**src/rtl/pix_pkg.sv**
```systemverilog
// Shared pixel types and colour-map constants for the pseudocolour stage.
package pix_pkg;

  typedef struct packed {
    logic [7:0] r;
    logic [7:0] g;
    logic [7:0] b;
  } rgb_t;

  typedef enum logic [1:0] {
    CMAP_GRAY   = 2'd0,
    CMAP_JET    = 2'd1,
    CMAP_HEAT   = 2'd2,
    CMAP_THRESH = 2'd3
  } cmap_e;

  localparam logic [23:0] WHITE = 24'hFFFFFF;
  localparam logic [23:0] BLACK = 24'h000000;

endpackage

```
**src/rtl/colormap_lut.sv**
```systemverilog
// Combinational false-colour map from an 8-bit luminance sample to RGB.
module colormap_lut
  import pix_pkg::*;
(
  input  logic [7:0] i_y,
  input  cmap_e      i_mode,
  input  logic [7:0] i_thr,
  output rgb_t       o_rgb
);

  logic [7:0] w_d;
  logic [7:0] w_dbl;

  // Jet ramps use the position inside each 64-wide band, heat uses Y folded at 128.
  assign w_d   = {i_y[5:0], 2'b00};
  assign w_dbl = {i_y[6:0], 1'b0};

  always_comb begin
    o_rgb = BLACK;
    case (i_mode)
      CMAP_GRAY: o_rgb = {i_y, i_y, i_y};
      CMAP_JET: begin
        case (i_y[7:6])
          2'd0:    o_rgb = {8'h00, w_d,   8'hFF};
          2'd1:    o_rgb = {8'h00, 8'hFF, ~w_d};
          2'd2:    o_rgb = {w_d,   8'hFF, 8'h00};
          default: o_rgb = {8'hFF, ~w_d,  8'h00};
        endcase
      end
      CMAP_HEAT: begin
        if (i_y[7]) o_rgb = {8'hFF, w_dbl, 8'h00};
        else        o_rgb = {w_dbl, 8'h00, 8'h00};
      end
      CMAP_THRESH: o_rgb = (i_y >= i_thr) ? WHITE : BLACK;
      default:     o_rgb = BLACK;
    endcase
  end

endmodule

```
**src/rtl/gray_to_pseudocolor.sv**
```systemverilog
// Two-stage valid/ready pipeline expanding luminance to 24-bit RGB via colormap_lut.
module gray_to_pseudocolor
  import pix_pkg::*;
#(
  parameter int CNT_W = 16
) (
  input  logic             clk,
  input  logic             reset,
  input  logic [7:0]       in_y,
  input  logic             in_last,
  input  logic             in_valid,
  output logic             in_ready,
  input  logic [1:0]       mode,
  input  logic [7:0]       thr,
  output logic [23:0]      pix_out,
  output logic             out_last,
  output logic             out_valid,
  input  logic             out_ready,
  output logic [CNT_W-1:0] pix_count
);

  logic       w_adv1;
  logic       w_adv2;
  rgb_t       w_rgb;

  logic       r_s1_valid;
  logic [7:0] r_s1_y;
  logic       r_s1_last;
  cmap_e      r_s1_mode;
  logic [7:0] r_s1_thr;

  rgb_t             r_pix;
  logic             r_out_last;
  logic             r_out_valid;
  logic [CNT_W-1:0] r_count;

  // A stage may load when it is empty or its contents move on this cycle.
  assign w_adv2   = !r_out_valid || out_ready;
  assign w_adv1   = !r_s1_valid || w_adv2;
  assign in_ready = w_adv1;

  always_ff @(posedge clk) begin
    if (reset) begin
      r_s1_valid <= 1'b0;
      r_s1_y     <= '0;
      r_s1_last  <= 1'b0;
      r_s1_mode  <= CMAP_GRAY;
      r_s1_thr   <= '0;
    end else if (w_adv1) begin
      r_s1_valid <= in_valid;
      r_s1_y     <= in_y;
      r_s1_last  <= in_last;
      r_s1_mode  <= cmap_e'(mode);
      r_s1_thr   <= thr;
    end
  end

  colormap_lut u_lut (
    .i_y    (r_s1_y),
    .i_mode (r_s1_mode),
    .i_thr  (r_s1_thr),
    .o_rgb  (w_rgb)
  );

  always_ff @(posedge clk) begin
    if (reset) begin
      r_out_valid <= 1'b0;
      r_pix       <= BLACK;
      r_out_last  <= 1'b0;
    end else if (w_adv2) begin
      r_out_valid <= r_s1_valid;
      r_pix       <= w_rgb;
      r_out_last  <= r_s1_last;
    end
  end

  always_ff @(posedge clk) begin
    if (reset) begin
      r_count <= '0;
    end else if (r_out_valid && out_ready) begin
      r_count <= r_count + CNT_W'(1);
    end
  end

  assign pix_out   = r_pix;
  assign out_last  = r_out_last;
  assign out_valid = r_out_valid;
  assign pix_count = r_count;

endmodule

```
**config.mk**
```make
export PLATFORM = sky130hd
export DESIGN_NAME = gray_to_pseudocolor
export DESIGN_NICKNAME = d
export VERILOG_FILES = /design/src/rtl/pix_pkg.sv /design/src/rtl/colormap_lut.sv /design/src/rtl/gray_to_pseudocolor.sv
export SDC_FILE = /design/constraint.sdc
export NUM_CORES = 1
export LEC_CHECK = 0
export BUFFER_PORTS_ARGS = -buffer_cell sky130_fd_sc_hd__buf_2
export CAP_MARGIN = 25
export CORE_MARGIN = 5
export CORE_UTILIZATION = 42
export DETAILED_ROUTE_END_ITERATION = 6
export PLACE_DENSITY = 0.74
export SYNTH_ARGS = -nofsm -noshare
export SYNTH_HDL_FRONTEND = slang
export SYNTH_SLANG_ARGS = --single-unit
```
**constraint.sdc**
```tcl
create_clock -name clk -period 5.75 [get_ports clk]
set_input_delay 0.575 -clock clk [delete_from_list [all_inputs] [get_ports clk]]
set_output_delay 0.575 -clock clk [all_outputs]
set_load 0.1 [all_outputs]
```
==> impl_metrics.ini <==
[final_layout]
area_growth_pct = 18.36
postLayoutCoreUtil_pct = 51.16
drive_above_1_share_pct = 21.36
insertedDiodeCount = 0
num-nets-final = 472

[routing]
dr.pass1.iters = 4
drc = 0
detail_route.vias_per_cell = 5.241
drtIter0Drc = 162
vias = 2825
wl_per_cell_um = 13.71
ant_nets = 0
totalWireLength_um = 7391

[worst_setup_path]
end_kind = output pin
critPathLaunchType = flip-flop
crit_arrival_ns = 3.17
cp_max_fo = 21
r2r_setup_slack_ns = 2.96
critical_path_required_ns = 5.18
crit_type = reg2out
ff2ff_path_depth = 5

[grt]
antenna_found_initial = 0
grt_pass1_vias = 2713
grt_pass1_wl_um = 12610
gr-total-overflow = 0
grt_max_degree = 65
grt.total_usage_pct = 17.18

[power]
power.leakage_nw = 1.665
combinationalPowerShare_pct = 19.7
total_power_w = 0.001139
intPower_w = 0.0007853
pwr-share-seq_pct = 41.9
clock_power_share_pct = 38.5
peakVddDrop_mv = 0.2038
switching_share_pct = 31.06
p_sw_w = 0.0003538
powerDensity_nw_per_um2 = 307.0

[clocking]
path_clk_slew_ns = 0.07
insertion_delay_ns = 0.33
post_cts_resized = 0
cts_buffers = 9
clock-sinks = 62
cts_hold_buffers = 0
cts_tree = yes
clock_path_buffers = 2
h-tree-depth = 3
cts_setup_buffers = 0
clock_tree.root_cell = clkbuf_8

[synthesis]
yosysMostFrequentCell = dfxtp_1
syn_nets = 421
syn_area_um2 = 3136
ys_seq_elements = 62
synth_edf_count = 0
ys_types = 45
synthFlopType = dfxtp_1
synth_area_leader_cell = dfxtp_1
synth_seq_area_share_pct = 39.58
async_flop_share_pct = 0
synthCells = 384
synthTopCellsByArea = dfxtp_1 40%, a211oi_1 7.7%, nor2_1 6.7%
syn_avg_cell_area_um2 = 8.165
yosys_warnings = 0
synth_top_area_share_pct = 39.58
synth_commonest_cells = 62 x dfxtp_1, 56 x nor2_1, 47 x nand2_1

[die]
start_util_pct = 43.23
dieWidth_um = 96.41
die_y_um = 96.41
core_um2 = 7253
die-area_um2 = 9294
rows = 31
pin_count = 66

[flow_run]
maxCapViolCount = 0

[sta]
fmax_ghz = 0.2671
grt_setup_unrepaired = false
slew_headroom_pct = 39.93
fin_crit_sh_pct = 65.11
worst_pin_slew_ns = 0.8993
hold_viol_final = 0
finalCriticalPeriod_ns = 3.744
drv_slew = 0
setup-tns-final_ns = 0
skew_ns = 0.005115
setup_viol = 0

[outcome]
status = completed

[worst_hold_path]
hold_path_class = reg2reg
whs_path_depth = 2

[place]
dp_hpwl_um = 5261
gp_congestion = 0.9002
io_buffers = 65
-- kinds of logic after synthesis --
| kind of cell | after synthesis | synth area share (%) |
|---|---|---|
| mux | 3 | 1.277 |
| fa+ha+maj | 14 | 5.587 |
| xor+xnor | 12 | 3.352 |
| buf+inv | 43 | 6.225 |
| compound gates | 97 | 20.47 |
| flops | 62 | 39.58 |
| simple gates | 153 | 23.50 |
-- path summary, 6_finish.rpt --
kind / startpoint / end
setup reg to reg: out_valid$_SDFFE_PP0P_ / r_s1_y[4]$_SDFFE_PP0P_
hold reg to reg: out_last$_SDFFE_PP0P_ / out_last$_SDFFE_PP0P_
hold / removal: out_last$_SDFFE_PP0P_ / out_last$_SDFFE_PP0P_
setup / recovery: out_valid$_SDFFE_PP0P_ / in_ready
-- layout by cell type (no fill, tap or decap), types with 3 or more instances in the layout --
| cell type | n |
|---|---|
| a21oi_1 | 38 |
| ha_1 | 14 |
| nor2b_1 | 4 |
| a221oi_1 | 6 |
| nor2_1 | 56 |
| xor2_1 | 4 |
| buf_2 | 65 |
| inv_1 | 16 |
| nand2_1 | 47 |
| clkbuf_8 | 12 |
| dfxtp_1 | 62 |
| a211oi_1 | 32 |
| nand3_1 | 11 |
| nor4_1 | 4 |
| nand4_1 | 3 |
| xnor2_1 | 8 |
| o21ai_0 | 5 |
| a21o_1 | 6 |
| nand2b_1 | 8 |
| nor3_1 | 7 |
-- routing by layer --
metal | vias to the layer above | share of wire (%) | wire [um] | global-route usage (%)
li1 | 1447 | - | - | -
met5 | - | 0 | 0 | 0
met4 | 0 | 1.2 | 88 | 5.724
met2 | 84 | 45 | 3359 | 27.26
met3 | 8 | 5.0 | 372 | 4.415
met1 | 1286 | 48 | 3571 | 22.75
-- metrics by stage --
| stage | instances | hold WS [ns] | area (um2) | setup WS [ns] |
|---|---|---|---|---|
| global placement | 522 | 0.4412 | 3457 | 2.271 |
| global route | 539 | 0.4748 | 3711 | 1.683 |
| finish | 539 | 0.4490 | 3711 | 2.006 |
| floorplan | 384 | 0.4317 | 3136 | 3.278 |
| detailed placement | 522 | 0.4450 | 3457 | 2.164 |
| CTS | 538 | 0.4531 | 3691 | 1.997 |
-- area by class of cell --
class,count,area (um2)
tap,99,123.9
sequential,62,1241
timing repair buffer,67,352.8
multi-input combinational,279,1699
fill,730,3542
clock buffer,13,168.9
clock inverter,3,65.06
inverter,16,60.06
-- worst max-delay path, cell delays in order, from the launching register on --
cell and delay (ns):
dfxtp_1 0.49, nor2b_1 0.77, and2_1 0.66, inv_1 0.48
buf_2 0.43
-- power by group through the flow --
stage	registers [W]	logic, W	clock network, W
final	0.000477	0.000224	0.000438
after global routing	0.000480	0.000241	0.000468
after CTS	0.000477	0.000223	0.000450
after detailed placement	0.000486	0.000223	0
after global placement	0.000485	0.000220	0
after floorplan	0.000583	0.0000822	0
-- sequential cells by signal (all words and copies together) (netlist names) --
register    count
r_s1_last       1
r_s1_thr        8
r_s1_y          8
r_s1_mode       2
out_valid       1
pix_count      16
pix_out        24
r_s1_valid      1
out_last        1
Note: power is estimated with default switching activity, not from simulation.
